==> src/rtl/wb_arb_pkg.sv <==
// Shared types and constants for the Wishbone B3 master arbiter.
package wb_arb_pkg;

    typedef enum logic {
        IDLE = 1'b0,
        BUSY = 1'b1
    } arb_state_e;

    localparam logic [2:0] CTI_CLASSIC = 3'b000;
    localparam logic [2:0] CTI_EOB     = 3'b111;

endpackage

==> src/rtl/wb_rr_pick.sv <==
// Combinational round-robin picker: first set request at or after the pointer,
// searching cyclically.
module wb_rr_pick #(
    parameter int unsigned NR_REQ = 2,
    parameter int unsigned IDX_W  = 1
) (
    input  logic [NR_REQ-1:0] req_i,
    input  logic [IDX_W-1:0]  ptr_i,
    output logic [NR_REQ-1:0] win_o,
    output logic [IDX_W-1:0]  win_idx_o,
    output logic              any_o
);

    int unsigned cand;
    logic        found;

    always_comb begin
        win_o     = '0;
        win_idx_o = '0;
        found     = 1'b0;
        cand      = 0;
        for (int unsigned off = 0; off < NR_REQ; off++) begin
            cand = (32'(ptr_i) + off) % NR_REQ;
            if (!found && req_i[cand]) begin
                found           = 1'b1;
                win_o[cand]     = 1'b1;
                win_idx_o       = IDX_W'(cand);
            end
        end
        any_o = found;
    end

endmodule

==> src/rtl/wb_master_arbiter.sv <==
// Round-robin Wishbone B3 master arbiter: grant held for the whole cyc,
// per-transfer watchdog terminates unanswered strobes with err.
module wb_master_arbiter
    import wb_arb_pkg::*;
#(
    parameter int unsigned NR_REQ  = 2,
    parameter int unsigned TIMEOUT = 255,
    parameter int unsigned TO_W    = 8
) (
    input  logic                  wb_clk_i,
    input  logic                  wb_rst_i,
    input  logic [32*NR_REQ-1:0]  m_adr_i,
    input  logic [32*NR_REQ-1:0]  m_dat_i,
    input  logic [4*NR_REQ-1:0]   m_sel_i,
    input  logic [NR_REQ-1:0]     m_cyc_i,
    input  logic [NR_REQ-1:0]     m_stb_i,
    input  logic [NR_REQ-1:0]     m_we_i,
    input  logic [3*NR_REQ-1:0]   m_cti_i,
    input  logic [2*NR_REQ-1:0]   m_bte_i,
    output logic [31:0]           m_dat_o,
    output logic [NR_REQ-1:0]     m_ack_o,
    output logic [NR_REQ-1:0]     m_err_o,
    output logic [NR_REQ-1:0]     m_rty_o,
    output logic [31:0]           s_adr_o,
    output logic [31:0]           s_dat_o,
    output logic [3:0]            s_sel_o,
    output logic                  s_cyc_o,
    output logic                  s_stb_o,
    output logic                  s_we_o,
    output logic [2:0]            s_cti_o,
    output logic [1:0]            s_bte_o,
    input  logic [31:0]           s_dat_i,
    input  logic                  s_ack_i,
    input  logic                  s_err_i,
    input  logic                  s_rty_i,
    output logic [NR_REQ-1:0]     grant_o,
    output logic                  timeout_o
);

    localparam int unsigned      IDX_W    = (NR_REQ > 1) ? $clog2(NR_REQ) : 1;
    localparam logic [IDX_W-1:0] IDX_LAST = IDX_W'(NR_REQ - 1);
    localparam logic [TO_W-1:0]  WD_LAST  = TO_W'((TIMEOUT == 0) ? 0 : TIMEOUT - 1);
    localparam logic             WD_EN    = (TIMEOUT != 0);

    arb_state_e        state_q, state_d;
    logic [NR_REQ-1:0] grant_q, grant_d;
    logic [IDX_W-1:0]  gidx_q,  gidx_d;
    logic [IDX_W-1:0]  ptr_q,   ptr_d;
    logic [TO_W-1:0]   wd_q,    wd_d;

    logic [NR_REQ-1:0] pick_win;
    logic [IDX_W-1:0]  pick_idx;
    logic              pick_any;

    logic gnt_cyc;
    logic gnt_stb;
    logic term;
    logic wd_fire;

    wb_rr_pick #(
        .NR_REQ (NR_REQ),
        .IDX_W  (IDX_W)
    ) u_pick (
        .req_i     (m_cyc_i),
        .ptr_i     (ptr_q),
        .win_o     (pick_win),
        .win_idx_o (pick_idx),
        .any_o     (pick_any)
    );

    // Grant is zero in IDLE, so muxing on it alone yields all-zero outputs there.
    always_comb begin
        s_adr_o = '0;
        s_dat_o = '0;
        s_sel_o = '0;
        s_we_o  = 1'b0;
        s_cti_o = CTI_CLASSIC;
        s_bte_o = '0;
        gnt_cyc = 1'b0;
        gnt_stb = 1'b0;
        for (int unsigned k = 0; k < NR_REQ; k++) begin
            if (grant_q[k]) begin
                s_adr_o = m_adr_i[32*k +: 32];
                s_dat_o = m_dat_i[32*k +: 32];
                s_sel_o = m_sel_i[4*k +: 4];
                s_we_o  = m_we_i[k];
                s_cti_o = m_cti_i[3*k +: 3];
                s_bte_o = m_bte_i[2*k +: 2];
                gnt_cyc = m_cyc_i[k];
                gnt_stb = m_stb_i[k];
            end
        end
    end

    assign term    = s_ack_i | s_err_i | s_rty_i;
    // A slave termination in the firing cycle takes precedence over the watchdog.
    assign wd_fire = WD_EN && (state_q == BUSY) && gnt_stb && !term && (wd_q == WD_LAST);

    assign s_cyc_o   = gnt_cyc;
    assign s_stb_o   = gnt_stb & ~wd_fire;
    assign m_dat_o   = (|grant_q) ? s_dat_i : '0;
    assign m_ack_o   = grant_q & {NR_REQ{s_ack_i}};
    assign m_err_o   = grant_q & {NR_REQ{s_err_i | wd_fire}};
    assign m_rty_o   = grant_q & {NR_REQ{s_rty_i}};
    assign grant_o   = grant_q;
    assign timeout_o = wd_fire;

    always_comb begin
        state_d = state_q;
        grant_d = grant_q;
        gidx_d  = gidx_q;
        ptr_d   = ptr_q;
        wd_d    = '0;
        case (state_q)
            IDLE: begin
                if (pick_any) begin
                    state_d = BUSY;
                    grant_d = pick_win;
                    gidx_d  = pick_idx;
                end
            end
            BUSY: begin
                if (!gnt_cyc) begin
                    state_d = IDLE;
                    grant_d = '0;
                    ptr_d   = (gidx_q == IDX_LAST) ? '0 : gidx_q + 1'b1;
                end else if (WD_EN && gnt_stb && !term && !wd_fire) begin
                    wd_d = wd_q + 1'b1;
                end
            end
            default: begin
                state_d = IDLE;
                grant_d = '0;
            end
        endcase
    end

    always_ff @(posedge wb_clk_i or posedge wb_rst_i) begin
        if (wb_rst_i) begin
            state_q <= IDLE;
            grant_q <= '0;
            gidx_q  <= '0;
            ptr_q   <= '0;
            wd_q    <= '0;
        end else begin
            state_q <= state_d;
            grant_q <= grant_d;
            gidx_q  <= gidx_d;
            ptr_q   <= ptr_d;
            wd_q    <= wd_d;
        end
    end

endmodule

==> config.mk <==
export PLATFORM = sky130hd
export DESIGN_NAME = wb_master_arbiter
export DESIGN_NICKNAME = d
export VERILOG_FILES = /design/src/rtl/wb_arb_pkg.sv /design/src/rtl/wb_rr_pick.sv /design/src/rtl/wb_master_arbiter.sv
export SDC_FILE = /design/constraint.sdc
export NUM_CORES = 1
export LEC_CHECK = 0
export ABC_CLOCK_PERIOD_IN_PS = 2000
export CORE_AREA = 2 2 118 120
export DETAILED_ROUTE_END_ITERATION = 7
export DIE_AREA = 0 0 120 122
export HOLD_SLACK_MARGIN = 0.1
export MAX_ROUTING_LAYER = met4
export PLACE_DENSITY = 0.58
export SLEW_MARGIN = 20
export SYNTH_ARGS = -nofsm -noshare
export SYNTH_HDL_FRONTEND = slang
export SYNTH_SLANG_ARGS = --single-unit
==> constraint.sdc <==
create_clock -name wb_clk_i -period 2 [get_ports wb_clk_i]
set_input_delay 0.4 -clock wb_clk_i [delete_from_list [all_inputs] [get_ports wb_clk_i]]
set_output_delay 0.4 -clock wb_clk_i [all_outputs]
set_load 0.05 [all_outputs]
# Word level (Yosys, flattened, before mapping)

Cells that the tools add are included.
W data, S select, Z words.

Flip-flop bits (word level): 13
Bits of input ports: 189
Output and inout bits: 117
Logic and storage cells: 82

Add/subtract/negate cells: 3
$lt $le $gt $ge: 4
Equality and inequality tests: 3
Muxes and demuxes: 41
Bitwise gates (word level): 11
Reductions and logical operators: 15

Operators by type and width:

| kind                  | number |
|---|---|
| $mux W32              | 5 |
| $mux W8               | 3 |
| $mux W1               | 19 |
| $mux W2               | 6 |
| $add A8 B1 Y8 const B | 1 |
| $eq A8 B8 Y1 const B  | 1 |
| $logic_and A1 B1 Y1   | 8 |
| $mux W4               | 2 |
| $and A2 B2 Y2         | 3 |
| $mux W3               | 2 |
| $reduce_and A2 Y1     | 3 |
| $lt A1 B2 Y1 const B  | 2 |
| $ne A2 B2 Y1 const B  | 2 |
| $pmux W2 S2           | 1 |
| $logic_not A1 Y1      | 3 |
| $not A1 Y1            | 3 |
| $or A1 B1 Y1          | 3 |
| $add A1 B1 Y1 const B | 2 |
| $demux W1 S1          | 2 |
| $ge A1 B1 Y1 const B  | 2 |
| $or A2 B2 Y2          | 1 |
| $pmux W1 S2           | 1 |
| $reduce_or A2 Y1      | 1 |
| $and A1 B1 Y1         | 1 |

# Depth between registers and ports, before layout

Gate-level depths: netlist of run 1.

Word-level depth: 10
Mapped depth: 5

# Hierarchy

Synthesis of run 1 repeated with hierarchy kept, for this count alone.

Cell total of the unflattened synthesis: 210
Area, all modules: 1,730.4 um^2

By module, submodules not included:

| module            | times used | cells each | area each (um^2) | sequential area each (um^2) |
|---|---|---|---|---|
| wb_master_arbiter | 1          | 205        | 1,697.9          | 325.3 |
| wb_rr_pick        | 1          | 5          | 32.5             | 0.0 |

# Worst setup path before layout of run 1

Ideal clock, no wire load.

Path type: register to output
Start: register grant_q[0], in the netlist grant_o[0]
End: output port m_err_o[0]
Arrival time: 2.996 ns
Setup slack: -1.396 ns
Cell stages (with the launch flop): 6
Path buffers: 2
Cells stage by stage: dfrtp_1 buf_2 and3b_1 o21ai_1 buf_2 o41ai_1

Longest elaborated chain between the ends: 7

RTL lines:

| item                              | line                     | RTL |
|---|---|---|
| from (decl)                       | wb_master_arbiter.sv:46  | `logic [NR_REQ-1:0] grant_q, grant_d;` |
| from (signal assigned)            | wb_master_arbiter.sv:147 | `grant_q <= grant_d;` |
| $mux W1 (2 in series)             | wb_master_arbiter.sv:82  | `if (grant_q[k]) begin` |
| $logic_and A1 B1 Y1 (3 in series) | wb_master_arbiter.sv:97  | `assign wd_fire = WD_EN && (state_q == BUSY) && gnt_stb && !term && (wd_q == WD_LAST);` |
| $or A1 B1 Y1                      | wb_master_arbiter.sv:103 | `assign m_err_o = grant_q & {NR_REQ{s_err_i \| wd_fire}};` |
| $and A2 B2 Y2 (*)                 | wb_master_arbiter.sv:103 |  |
| to (decl)                         | wb_master_arbiter.sv:22  | `output logic [NR_REQ-1:0] m_err_o,` |

Mark *: on every way between the ends. The rest lies on a longest branch, timed or not.

# Final worst setup path of run 1

Start: register grant_q[1], in the netlist grant_o[1]
End: output port s_cti_o[1]

Longest elaborated chain between the ends: 1

RTL lines:

| item      | line                    | RTL |
|---|---|---|
| $mux W3   | wb_master_arbiter.sv:82 |  |
| to (decl) | wb_master_arbiter.sv:30 | `output logic [2:0] s_cti_o,` |

No other way between the ends.

==> impl_metrics.env, run 1 <==
export IMPL_status="complete, but fails checks"
export IMPL_violations="negative setup slack"
export IMPL_clk_latency_ps=240
export IMPL_period_needed_ps=2040
export IMPL_io_buffers=305
export IMPL_cts_htree_levels=1
export IMPL_grtUsageTotal_pct=16.8
export IMPL_core_area_um2=13500
export IMPL_synth_distinct_cells=34
export IMPL_wire_per_inst_um=19.6
export IMPL_setup_viol=28
export IMPL_arrival_ps=1640
export IMPL_routed_via_density=4.33
export IMPL_grt_overflow=0
export IMPL_synth_enable_flop_cells=0
export IMPL_yosysTopAreaCellShare_pct=37.2
export IMPL_max_cap_viol_count=0
export IMPL_dp_cells=687
export IMPL_final_common_cell="clkdlybuf4s50_1"
export IMPL_yosysSeqAreaShare_pct=19.0
export IMPL_rsz0062_at_grt="true"
export IMPL_yosysWarnings=0
export IMPL_hp_class="flop to flop"
export IMPL_p_per_area_nw_per_um2=1650
export IMPL_drtIter0Drc=79
export IMPL_grt_pass1_vias=3107
export IMPL_io_pins=306
export IMPL_drt_pass1_iterations=4
export IMPL_start_util_pct=12.7
export IMPL_antenna_found_initial=1
export IMPL_hold_violations=0
export IMPL_hpwl_um=10800
export IMPL_fin_cells=712
export IMPL_detail_route_antenna_nets=0
export IMPL_p_leak_nw=2.95
export IMPL_cts_sinks=13
export IMPL_ys_seq_elements=13
export IMPL_ys_top_cells_by_area="a22o_1 (37%), dfrtp_1 (19%), nor2b_1 (12%), buf_2 (3.2%), a2111oi_2 (2.6%)"
export IMPL_path_class="flop to output port"
export IMPL_area_growth_pct=304
export IMPL_drive_gt1_share_pct=50.5
export IMPL_cp_end_kind="output port"
export IMPL_cts_buffers=3
export IMPL_fmax_mhz=489
export IMPL_setup_ws_ps=-43.4
export IMPL_cts_tree="yes"
export IMPL_grt_pass1_wl_um=18600
export IMPL_worst_ir_drop_vdd_uv=789
export IMPL_synth_nets=399
export IMPL_synth_area_leader_cell="a22o_1"
export IMPL_netlist_area_um2=1720
export IMPL_finalCritPeriodShare_pct=102
export IMPL_total_power_mw=11.4
export IMPL_slew_headroom_pct=65.6
export IMPL_skew_ps=1.38
export IMPL_synthArstFlopShare_pct=100
export IMPL_vias=3082
export IMPL_mostFrequentLayoutCells="clkdlybuf4s50_1 (184), buf_12 (102), a22o_2 (39), a22o_4 (34)"
export IMPL_clk_pin_slew_ps=40
export IMPL_synth_ff_type="dfrtp_1"
export IMPL_worst_pin_slew_ps=515
export IMPL_cts_max_path_buffers=2
export IMPL_grt_max_degree=44
export IMPL_drcViolationCount=0
export IMPL_worstSetupStartpointType="flop"
export IMPL_die_height_um=122
export IMPL_die_x_um=120
export IMPL_clock_root_buffer="clkbuf_16"
export IMPL_ctsHoldBuffers=0
export IMPL_nNetsFinal=723
export IMPL_worstPathMaxFanout=11
export IMPL_required_ps=1600
export IMPL_postRouteWirelength_um=13900
export IMPL_globalplace_congestion=0.796
export IMPL_rows=43
export IMPL_die_area_um2=14600
export IMPL_synth_avg_cell_area_um2=8.25
export IMPL_syn_inst=208
export IMPL_report_final_slew_viol_count=0
## cells in the mapped netlist (2+ instances only)
cell type and number:
buf_2 11, and2_1 5, a2111oi_2 3, nand3_1 4
nand2_1 9, nor2_1 4, inv_1 5, clkbuf_1 10
o41ai_1 2, nor3_1 2, a22o_1 73, xor2_1 2
nor4_1 5, nor2b_1 33, o21ai_0 4, or3_1 3
dfrtp_1 13, nand2b_1 3, ha_1 2
## what timing repair did
action | 4_1_cts | 5_1_grt
endpoints found under the hold margin | 0 | 0
pin swaps | 4 | 2
endpoints found under the setup margin | 45 | 77
cloned | 1 | 7
setup buffers | 8 | 4
resized for setup | 29 | 44
## worst max-delay path: stages, from the launching register on
cell and delay (ps):
dfrtp_2 470, buf_6 150, nor2_4 120, buf_12 160, clkbuf_16 180, a22o_2 160
buf_6 160
## metrics by stage
stage / utilization (%) / hold WS (ps) / worst slack, ps / cell area (um^2) / TNS (ps)
2_1_floorplan: - / 277 / -202 / 1930 / -3150
3_3_place_gp: 46.0 / 437 / -218 / 6210 / -524
3_5_place_dp: 46.0 / 452 / -298 / 6210 / -771
4_1_cts: 48.0 / 458 / -60.5 / 6480 / -841
5_1_grt: 51.4 / 471 / -81.3 / 6940 / -2910
6_report: 51.4 / 457 / -43.4 / 6940 / -621
## logic make-up after synthesis
logic type               count (synthesis)  synth area share, %
XOR/XNOR                                 3                 1.53
flip-flops                              13                 19.0
adder cells (fa/ha/maj)                  2                 1.46
AO/OA/AOI/OAI                           90                 45.6
multiplexers                             1                0.583
buffers and inverters                   26                 6.49
AND/OR/NAND/NOR                         73                 25.4
## flip-flops by register name, summed over array words and instances, names as in the netlist
register	count
gidx_q	1
grant_o	2
state_q	1
ptr_q	1
wd_q	8
## layer usage
layer	global-route usage, %	share of wire [%]	vias up	wire (um)
met3	4.68	8.3	16	1160
met2	28.4	52	169	7310
met4	2.72	1.9	0	264
met5	-	0	-	0
met1	20.2	37	1439	5210
li1	-	-	1458	-
## final cells by class
cell class,count,area [um^2]
Inverter,5,18.8
Timing Repair Buffer,340,4510
Fill cell,1171,6560
Clock buffer,4,78.8
Tap cell,180,225
Multi-Input combinational cell,169,1770
Sequential cell,13,328
Antenna cell,1,2.50
## power by group
group	leakage, nW	internal [mW]	switching, mW
Clock	0.0382	0.269	0.108
Sequential	0.169	0.319	0.0745
Combinational	2.74	5.05	5.62
Total	2.95	5.63	5.80
## worst paths after layout
check	depth (start not counted)	slack, ps	endpoint	from
setup / recovery	6	-40	s_cti_o[1]	grant_o[1]
hold / removal	1	460	ptr_q	gidx_q
setup reg to reg	5	340	wd_q[6]	grant_o[1]
hold reg to reg	1	460	ptr_q	gidx_q
max in group asynchronous	2	1130	grant_o[0]	wb_rst_i
min in group asynchronous	2	490	wd_q[4]	wb_rst_i
Note: power is estimated with default switching activity, not from simulation.
==> inputs of run 2 (changes only) <==
--- a/config.mk
+++ b/config.mk
@@ -5,10 +5,10 @@
 export SDC_FILE = /design/constraint.sdc
 export NUM_CORES = 1
 export LEC_CHECK = 0
-export ABC_CLOCK_PERIOD_IN_PS = 2000
 export CORE_AREA = 2 2 118 120
 export DETAILED_ROUTE_END_ITERATION = 7
 export DIE_AREA = 0 0 120 122
+export GPL_TIMING_DRIVEN = 1
 export HOLD_SLACK_MARGIN = 0.1
 export MAX_ROUTING_LAYER = met4
 export PLACE_DENSITY = 0.58
==> results of run 2 <==
No change in the layout: final DEF, timing and power equal those of run 1.
